## config.mk

```make
export PLATFORM = sky130hd
export DESIGN_NAME = lza_pipe
export DESIGN_NICKNAME = d
export VERILOG_FILES = /design/src/rtl/lza_pipe.sv
export SDC_FILE = /design/constraint.sdc
export NUM_CORES = 1
export LEC_CHECK = 0
export ABC_AREA = 1
export BUFFER_PORTS_ARGS = -buffer_cell sky130_fd_sc_hd__buf_2
export CORE_MARGIN = 3
export CORE_UTILIZATION = 38
export DETAILED_ROUTE_END_ITERATION = 8
export SLEW_MARGIN = 20
export SYNTH_ARGS = -nofsm -noshare
export SYNTH_HDL_FRONTEND = slang
export SYNTH_SLANG_ARGS = --single-unit
```

## constraint.sdc

```tcl
create_clock -name clk -period 4.7 [get_ports clk]
set_input_delay 0.705 -clock clk [delete_from_list [all_inputs] [get_ports clk]]
set_output_delay 0.705 -clock clk [all_outputs]
set_load 0.1 [all_outputs]
```

## src/rtl/lza_pipe.sv

```systemverilog
// lza_pipe -- pipelined leading-zero anticipator.
//
// Predicts the normalisation shift of A+B (or A-B when in_sub=1) from the
// operands alone, so it can run alongside the adder. Two register stages:
//   S1 registers the predictor string f.
//   S2 registers the leading-zero count of f.
// Both stages use valid/ready flow control with full-rate backpressure. The
// predicted count may be one less than the true leading-zero count of the
// sum; the consumer corrects for that.
//
// Ports:
//   clk        clock, rising edge
//   rst_n      asynchronous active-low reset
//   in_valid   input beat valid
//   in_ready   block can accept a beat this cycle
//   in_a       operand A            [WIDTH-1:0]
//   in_b       operand B            [WIDTH-1:0]
//   in_sub     1: anticipate A-B, 0: anticipate A+B
//   out_valid  result valid
//   out_ready  downstream accepts the result
//   zero_cnt   predicted leading-zero count [CW-1:0]
//   all_zero   predictor string is all zero (zero_cnt = WIDTH)
module lza_pipe #(
  parameter int WIDTH = 107,
  parameter int CW    = $clog2(WIDTH + 1)
) (
  input  logic             clk,
  input  logic             rst_n,
  input  logic             in_valid,
  output logic             in_ready,
  input  logic [WIDTH-1:0] in_a,
  input  logic [WIDTH-1:0] in_b,
  input  logic             in_sub,
  output logic             out_valid,
  input  logic             out_ready,
  output logic [CW-1:0]    zero_cnt,
  output logic             all_zero
);

  // Halving tree depth and the power-of-two width f is padded to.
  localparam int LW = $clog2(WIDTH);
  localparam int PW = 1 << LW;

  // ---------------------------------------------------------------------
  // Operand conditioning and predictor string
  // ---------------------------------------------------------------------
  logic [WIDTH-1:0] w_b;
  logic [WIDTH-1:0] w_t;
  // G and Z are never used at the MSB, so they stop one bit short.
  logic [WIDTH-2:0] w_g;
  logic [WIDTH-2:0] w_z;
  logic [WIDTH-1:0] w_f;

  assign w_b = in_sub ? ~in_b : in_b;
  assign w_t = in_a ^ w_b;
  assign w_g = in_a[WIDTH-2:0] & w_b[WIDTH-2:0];
  assign w_z = ~in_a[WIDTH-2:0] & ~w_b[WIDTH-2:0];

  assign w_f[WIDTH-1] = ~w_t[WIDTH-1] & w_t[WIDTH-2];
  assign w_f[0]       = 1'b0;

  generate
    for (genvar gi = 1; gi <= WIDTH - 2; gi++) begin : g_f
      assign w_f[gi] = (w_t[gi+1] & ((w_g[gi] & ~w_z[gi-1]) | (w_z[gi] & ~w_g[gi-1])))
                     | (~w_t[gi+1] & ((w_z[gi] & ~w_z[gi-1]) | (w_g[gi] & ~w_g[gi-1])));
    end
  endgenerate

  // ---------------------------------------------------------------------
  // Flow control
  // ---------------------------------------------------------------------
  logic w_s1_adv;
  logic w_s2_adv;
  logic r_s1_valid;
  logic r_out_valid;

  assign w_s2_adv = ~r_out_valid | out_ready;
  assign w_s1_adv = ~r_s1_valid | w_s2_adv;
  assign in_ready = w_s1_adv;

  // ---------------------------------------------------------------------
  // Stage 1: register f
  // ---------------------------------------------------------------------
  logic [WIDTH-1:0] r_f;

  always_ff @(posedge clk or negedge rst_n) begin
    if (!rst_n) begin
      r_s1_valid <= 1'b0;
      r_f        <= '0;
    end else if (w_s1_adv) begin
      r_s1_valid <= in_valid;
      if (in_valid) begin
        r_f <= w_f;
      end
    end
  end

  // ---------------------------------------------------------------------
  // Leading-zero count of r_f by binary halving
  // ---------------------------------------------------------------------
  // Padding sits below the LSB, so it can only be reached when every real
  // bit is zero; that case is reported through all_zero instead.
  logic [PW-1:0] w_pad;
  logic [LW-1:0] w_cnt;
  logic          w_all_zero;
  logic [CW-1:0] w_zero_cnt;

  generate
    if (PW > WIDTH) begin : g_pad
      assign w_pad = {r_f, {(PW - WIDTH){1'b0}}};
    end else begin : g_nopad
      assign w_pad = r_f;
    end
  endgenerate

  // Each level asks whether the upper half of the current window is empty.
  // That answer is one count bit (MSB first). The level then keeps the half
  // that contains the leading one.
  generate
    for (genvar gi = 0; gi < LW; gi++) begin : g_lz
      localparam int HW = PW >> (gi + 1);
      logic [2*HW-1:0] w_v;
      logic [HW-1:0]   w_nxt;
      if (gi == 0) begin : g_first
        assign w_v = w_pad;
      end else begin : g_chain
        assign w_v = g_lz[gi-1].w_nxt;
      end
      assign w_cnt[LW-1-gi] = ~|w_v[2*HW-1:HW];
      assign w_nxt = w_cnt[LW-1-gi] ? w_v[HW-1:0] : w_v[2*HW-1:HW];
    end
  endgenerate

  // The final surviving bit is the leading one when f is non-zero.
  assign w_all_zero = ~g_lz[LW-1].w_nxt[0];
  assign w_zero_cnt = w_all_zero ? CW'(WIDTH) : CW'(w_cnt);

  // ---------------------------------------------------------------------
  // Stage 2: register count
  // ---------------------------------------------------------------------
  logic [CW-1:0] r_zero_cnt;
  logic          r_all_zero;

  always_ff @(posedge clk or negedge rst_n) begin
    if (!rst_n) begin
      r_out_valid <= 1'b0;
      r_zero_cnt  <= '0;
      r_all_zero  <= 1'b0;
    end else if (w_s2_adv) begin
      r_out_valid <= r_s1_valid;
      if (r_s1_valid) begin
        r_zero_cnt <= w_zero_cnt;
        r_all_zero <= w_all_zero;
      end
    end
  end

  assign out_valid = r_out_valid;
  assign zero_cnt  = r_zero_cnt;
  assign all_zero  = r_all_zero;

endmodule

```

==> results_dict.tcl, run 1 <==
set metrics [dict create \
    outcome "complete, no violations" \
    synthMuxAreaShare_pct 0 \
    drv_cap 0 \
    clkSlewWorstSetupHoldPaths_ps 60 \
    rows 67 \
    synth_xor_area_share_pct 7.20 \
    place_hpwl_um 31800 \
    fin_crit_ps 4270 \
    yosysMostFrequentCell "inv_1" \
    cp_common_cell "nand2_1" \
    rsz0062_at_grt "no" \
    drc 0 \
    r2r_setup_slack_ps 430 \
    syn-num-nets 2349 \
    synth.area.top_cells "dfrtp_1 (22%), ha_1 (20%), inv_1 (14%)" \
    max_freq_ghz 0.234 \
    synth_flop_cell "dfrtp_1" \
    die_h_um 192 \
    p_clk_share_pct 27.6 \
    synth_top_family_by_area "compound AO/OA/AOI/OAI gates" \
    ys_ff_latch 116 \
    final-hold-violation-count 0 \
    finalSetupViolCount 0 \
    cts_tree "done" \
    r2r-start "r_f[47]$_DFFE_PN0P_" \
    io_pins 229 \
    r2r-end "zero_cnt[2]$_DFFE_PN0P_" \
    syn_area_per_cell_um2 6.83 \
    cts_made_buffers 17 \
    synthAdderAreaFrac_pct 19.8 \
    ir_worst_vdd_v 0.000256 \
    p_switching_mw 1.91 \
    worst_setup_path_start_kind "flip-flop" \
    synth_top_cell_area_share_pct 22.1 \
    fin_skew_ps 7.94 \
    clock-sinks 116 \
    first_pass_iters 7 \
    grt-ovfl-total 0 \
    pwr-share-seq_pct 30.0 \
    seq_area_frac_synth_pct 22.1 \
    dieArea_mm2 0.0368 \
    ant_nets 0 \
    synth_edf_count 0 \
    p_per_area_mw_per_mm2 303 \
    drt_wl_total_um 38600 \
    p_comb_share_pct 42.4 \
    slowest_delay_ps 400 \
    arrival_ps 4570 \
    power.internal_mw 2.73 \
    end_kind "flip-flop" \
    ctsLongestPathBuffers 2 \
    fp.coreArea_mm2 0.0338 \
    netlist_top_cells_count "inv_1 (474), o21ai_0 (282), nand2_1 (262)" \
    layout.nets 2563 \
    port_buffers 228 \
    gp_congestion 0.924 \
    fin_crit_sh_pct 90.8 \
    synth_compound_area_share_pct 22.3 \
    synth_cell_types 29 \
    viasPerCell 4.91 \
    swShare_pct 41.2 \
    critPathMaxFanout 22 \
    synthSimpleGateAreaFrac_pct 13.3 \
    grt_pass1_vias 12262 \
    cts_htree_levels 4 \
    initial_core_util_pct 38.9 \
    netlist_area_mm2 0.0131 \
    clkLatencyLatePin_ps 420 \
    grt_pass1_wl_um 61600 \
    cpMaxStageDelayCell "dfrtp_1" \
    drtIter0Drc 733 \
    final_max_slew_viol_count 0 \
    netlist.top_cell.by_area "dfrtp_1" \
    root_buffer "clkbuf_16" \
    p_leak_nw 8.22 \
    maxSlewHeadroom_pct 47.0 \
    hp-class "in -> async" \
    async_reset_ff_share_pct 100 \
    wl_per_cell_um 14.9 \
    drive_gt1_share_pct 13.4 \
    finalSetupTns_ps 0 \
    grt_max_degree 88 \
    die_w_um 192 \
    worstPathRequired_ps 5000 \
    power_mw 4.65 \
    worst_pin_slew_ps 796 \
    synth_warnings 0 \
    crit_type "reg -> reg" \
    syn2layout_area_growth_pct 17.0 \
    grt_use_total_pct 20.9 \
    worst_r2r_path_depth 34 \
    grt_antenna_before_repair 1 \
    vias 12746 \
    syn_inst 1922 \
]
==> state kept, by name, indices dropped and copies added (netlist names) <==
register,cells
zero_cnt,7
out_valid,1
all_zero,1
r_s1_valid,1
r_f,106
==> metal layers <==
layer / vias to the layer above / track usage, % / wire length [µm]
met5: - / 0 / 0
met2: 261 / 35.0 / 17900
met4: 0 / 4.52 / 541
met3: 28 / 2.45 / 1440
met1: 5869 / 29.0 / 18700
li1: 6588 / - / -
==> worst max-delay path: cells and delay by family, from the launching register on <==
family,cells,cell delay [ps]
flops,1,400
buf+inv,3,560
simple gates,31,3140
==> power by group through the flow <==
| stage | Clock, mW | Combinational [mW] | Sequential, mW |
|---|---|---|---|
| final | 1.28 | 1.97 | 1.40 |
| after global routing | 1.36 | 2.24 | 1.42 |
| after CTS | 1.31 | 1.98 | 1.39 |
| after detailed placement | 0 | 1.96 | 1.41 |
| after global placement | 0 | 1.95 | 1.40 |
| after floorplan | 0 | 1.24 | 1.48 |
==> metrics by stage <==
step           setup WS [ps]  hold WS, ps  util (%)  std cells  area [µm²]
2_1_floorplan           1330          409         -       1922       13100
3_3_place_gp             337          470      43.7       2562       14700
3_5_place_dp             321          484      43.7       2562       14700
4_1_cts                  293          350      45.3       2593       15300
5_1_grt                 1.49          371      45.5       2596       15400
6_report                 431          326      45.5       2597       15400
==> cell type report <==
class	count	area [µm²]
clock inverters	10	108
diodes	1	2.50
multi-input cells	1284	8240
fillers	3518	18400
well taps	448	561
clock buffers	21	460
repair buffers	242	1310
inverters	475	1790
flip-flops and latches	116	2900
==> logic make-up (layout without fill, tap and decap cells) <==
logic type                 after synthesis  count (layout)
AOI/OAI and AO/OA                      544             544
buffers and inverters                  522             748
and+or+nand+nor                        424             424
adders and majority gates              208             208
DFF                                    116             116
xor gates and xnor gates               108             108
other                                    0               1
==> placed cells by master, fill, tap and decap left out, types with 4 or more instances in the layout <==
| cell type | count |
|---|---|
| a21oi_1 | 108 |
| buf_12 | 4 |
| buf_2 | 226 |
| buf_4 | 10 |
| clkbuf_16 | 17 |
| clkinv_2 | 5 |
| dfrtp_1 | 116 |
| ha_1 | 208 |
| inv_1 | 473 |
| nand2_1 | 262 |
| nand3_1 | 59 |
| nor2_1 | 83 |
| nor2_2 | 4 |
| nor2_4 | 7 |
| o211ai_1 | 6 |
| o21ai_0 | 282 |
| o22ai_1 | 139 |
| xnor2_1 | 107 |
==> worst max-delay path by stage <==
stage                                startpoint  cells after the start                      end
after floorplan           out_valid$_DFFE_PN0P_                      7     r_f[105]$_DFFE_PN0P_
after global placement      r_f[45]$_DFFE_PN0P_                     31  zero_cnt[4]$_DFFE_PN0P_
after detailed placement    r_f[46]$_DFFE_PN0P_                     31  zero_cnt[2]$_DFFE_PN0P_
after CTS                   r_f[45]$_DFFE_PN0P_                     31  zero_cnt[2]$_DFFE_PN0P_
after global routing        r_f[45]$_DFFE_PN0P_                     32  zero_cnt[4]$_DFFE_PN0P_
final                       r_f[47]$_DFFE_PN0P_                     34  zero_cnt[2]$_DFFE_PN0P_
==> repair_timing <==
action,4_1_cts,5_1_grt
hold endpoints to repair,0,0
endpoints found under the setup margin,0,5
gates resized for setup,0,3
buffers inserted,0,3
hold buffers,0,0
Note: power is estimated with default switching activity, not from simulation.
==> inputs of run 2 (changes only) <==
- CORE_UTILIZATION: 38 -> 40
- PLACE_DENSITY_LB_ADDON: unset -> 0.05
==> run 2 against run 1 <==
- final cell count shrank 0.65%
- clock-buffer cell count down 1
- clock power up 6%
- power increased by 1.8%
- combinational power about the same
- worst setup slack worse by 27 ps
- cell area about the same
- utilization increased by 2.6 points
- sequential power barely moved
- register-to-register slack got worse by 30 ps
- clock skew increased by 3.7 ps
- critical endpoint unchanged
- largest power group unchanged
==> results_dict.tcl, run 2 (synthesized netlist as in run 1, its figures left out) <==
set metrics [dict create \
    outcome "complete, no violations" \
    wl_met1_um 18500 \
    critPathMaxFanout 22 \
    fin_skew_ps 11.7 \
    p_leak_nw 8.21 \
    ir_worst_vdd_v 0.000241 \
    layout.nets 2559 \
    ant_nets 0 \
    viasPerCell 4.97 \
    cpMaxStageDelayCell "dfrtp_1" \
    drtIter0Drc 603 \
    final-hold-violation-count 0 \
    drive_gt1_share_pct 13.5 \
    die_w_um 187 \
    grt-ovfl-total 0 \
    fin_crit_sh_pct 91.4 \
    clkLatencyLatePin_ps 420 \
    finalSetupViolCount 0 \
    mostFrequentLayoutCells "inv_1 (473), o21ai_0 (282), nand2_1 (259)" \
    worstPathRequired_ps 5000 \
    cts_made_buffers 17 \
    dieArea_mm2 0.0350 \
    placed_cells 2546 \
    rsz0062_at_grt "no" \
    grt_max_degree 91 \
    drc 0 \
    top_layer "met5" \
    cts_htree_levels 4 \
    clkSlewWorstSetupHoldPaths_ps 60 \
    worst_setup_path_start_kind "flip-flop" \
    top_register "r_f" \
    die_h_um 187 \
    wl_per_cell_um 14.8 \
    arrival_ps 4600 \
    first_pass_iters 6 \
    max_freq_ghz 0.233 \
    port_buffers 228 \
    postCtsSetupRepairBufs 0 \
    ctsHoldBuffers 0 \
    largest_register_ffs 106 \
    fp.coreArea_mm2 0.0320 \
    end_kind "flip-flop" \
    io_pins 229 \
    finalSetupTns_ps 0 \
    post-route-util_pct 48.1 \
    gp_congestion 0.918 \
    cp_common_cell "nand2_1" \
    final_max_slew_viol_count 0 \
    worst_pin_slew_ps 771 \
    initial_core_util_pct 41.1 \
    drv_cap 0 \
    rows 65 \
    fin_worst_hold_slack_ps 336 \
    n_antenna_cell 0 \
    instances_no_fill 2580 \
    met3WireLength_um 1900 \
    ctsLongestPathBuffers 2 \
    hp-class "in -> async" \
    drt_wl_total_um 38200 \
    place_hpwl_um 31200 \
    p_per_area_mw_per_mm2 308 \
    vias 12824 \
    slowest_delay_ps 430 \
    wl_met2_um 17100 \
    power_mw 4.73 \
    grt_antenna_before_repair 1 \
    fin_crit_ps 4300 \
    clock-sinks 116 \
    cts_tree "done" \
    layout_commonest_cell "inv_1" \
    grt_pass1_wl_um 61200 \
    root_buffer "clkbuf_16" \
    syn2layout_area_growth_pct 17.1 \
    grt_pass1_vias 12144 \
    crit_type "reg -> reg" \
    grt_use_total_pct 21.3 \
    maxSlewHeadroom_pct 48.6 \
]
==> run 2: area by class of cell <==
class                   count  area [µm²]
repair buffers            236        1250
flip-flops and latches    116        2900
multi-input cells        1286        8270
clock inverters            12         153
inverters                 475        1790
fillers                  3330       16600
well taps                 435         544
clock buffers              20         467
==> run 2: critical path, delay by kind of cell, from the launching register on <==
kind	cells	cell delay [ps]
simple gates	30	3490
buf+inv	1	230
flops	1	430
==> run 2: per-layer routing <==
metal	global-route usage (%)	up-vias
met1	29.7	5892
met3	3.39	43
met4	5.06	2
met5	0	-
met2	34.8	303
li1	-	6584
==> run 2: path summary, 6_finish.rpt <==
kind                                          from                 endpoint  slack, ps  cells after the start
setup reg to reg               r_f[45]$_DFFE_PN0P_  zero_cnt[2]$_DFFE_PN0P_        400                     31
hold / removal                               rst_n      r_f[20]$_DFFE_PN0P_        340                      1
hold reg to reg            zero_cnt[6]$_DFFE_PN0P_  zero_cnt[6]$_DFFE_PN0P_        480                      2
setup / recovery               r_f[45]$_DFFE_PN0P_  zero_cnt[2]$_DFFE_PN0P_        400                     31
min in group clk           zero_cnt[6]$_DFFE_PN0P_  zero_cnt[6]$_DFFE_PN0P_        480                      2
max in group asynchronous                    rst_n      r_f[74]$_DFFE_PN0P_       3530                      2
==> run 2: power breakdown <==
group          total [mW]  internal [mW]  switching [mW]
sequential           1.41           1.24           0.173
combinational        1.96          0.693            1.26
clock                1.36          0.875           0.490
total                4.73           2.81            1.93
==> run 2: timing repair <==
item                                    CTS  global route
endpoints found under the setup margin    0             5
resized for setup                         0             8
hold endpoints to repair                  0             0
==> run 2: through the flow <==
step                area (µm²)  setup WS (ps)
floorplan                13100           1330
global placement         14700            150
detailed placement       14700            132
CTS                      15300           95.9
global route             15400           10.8
finish                   15400            403
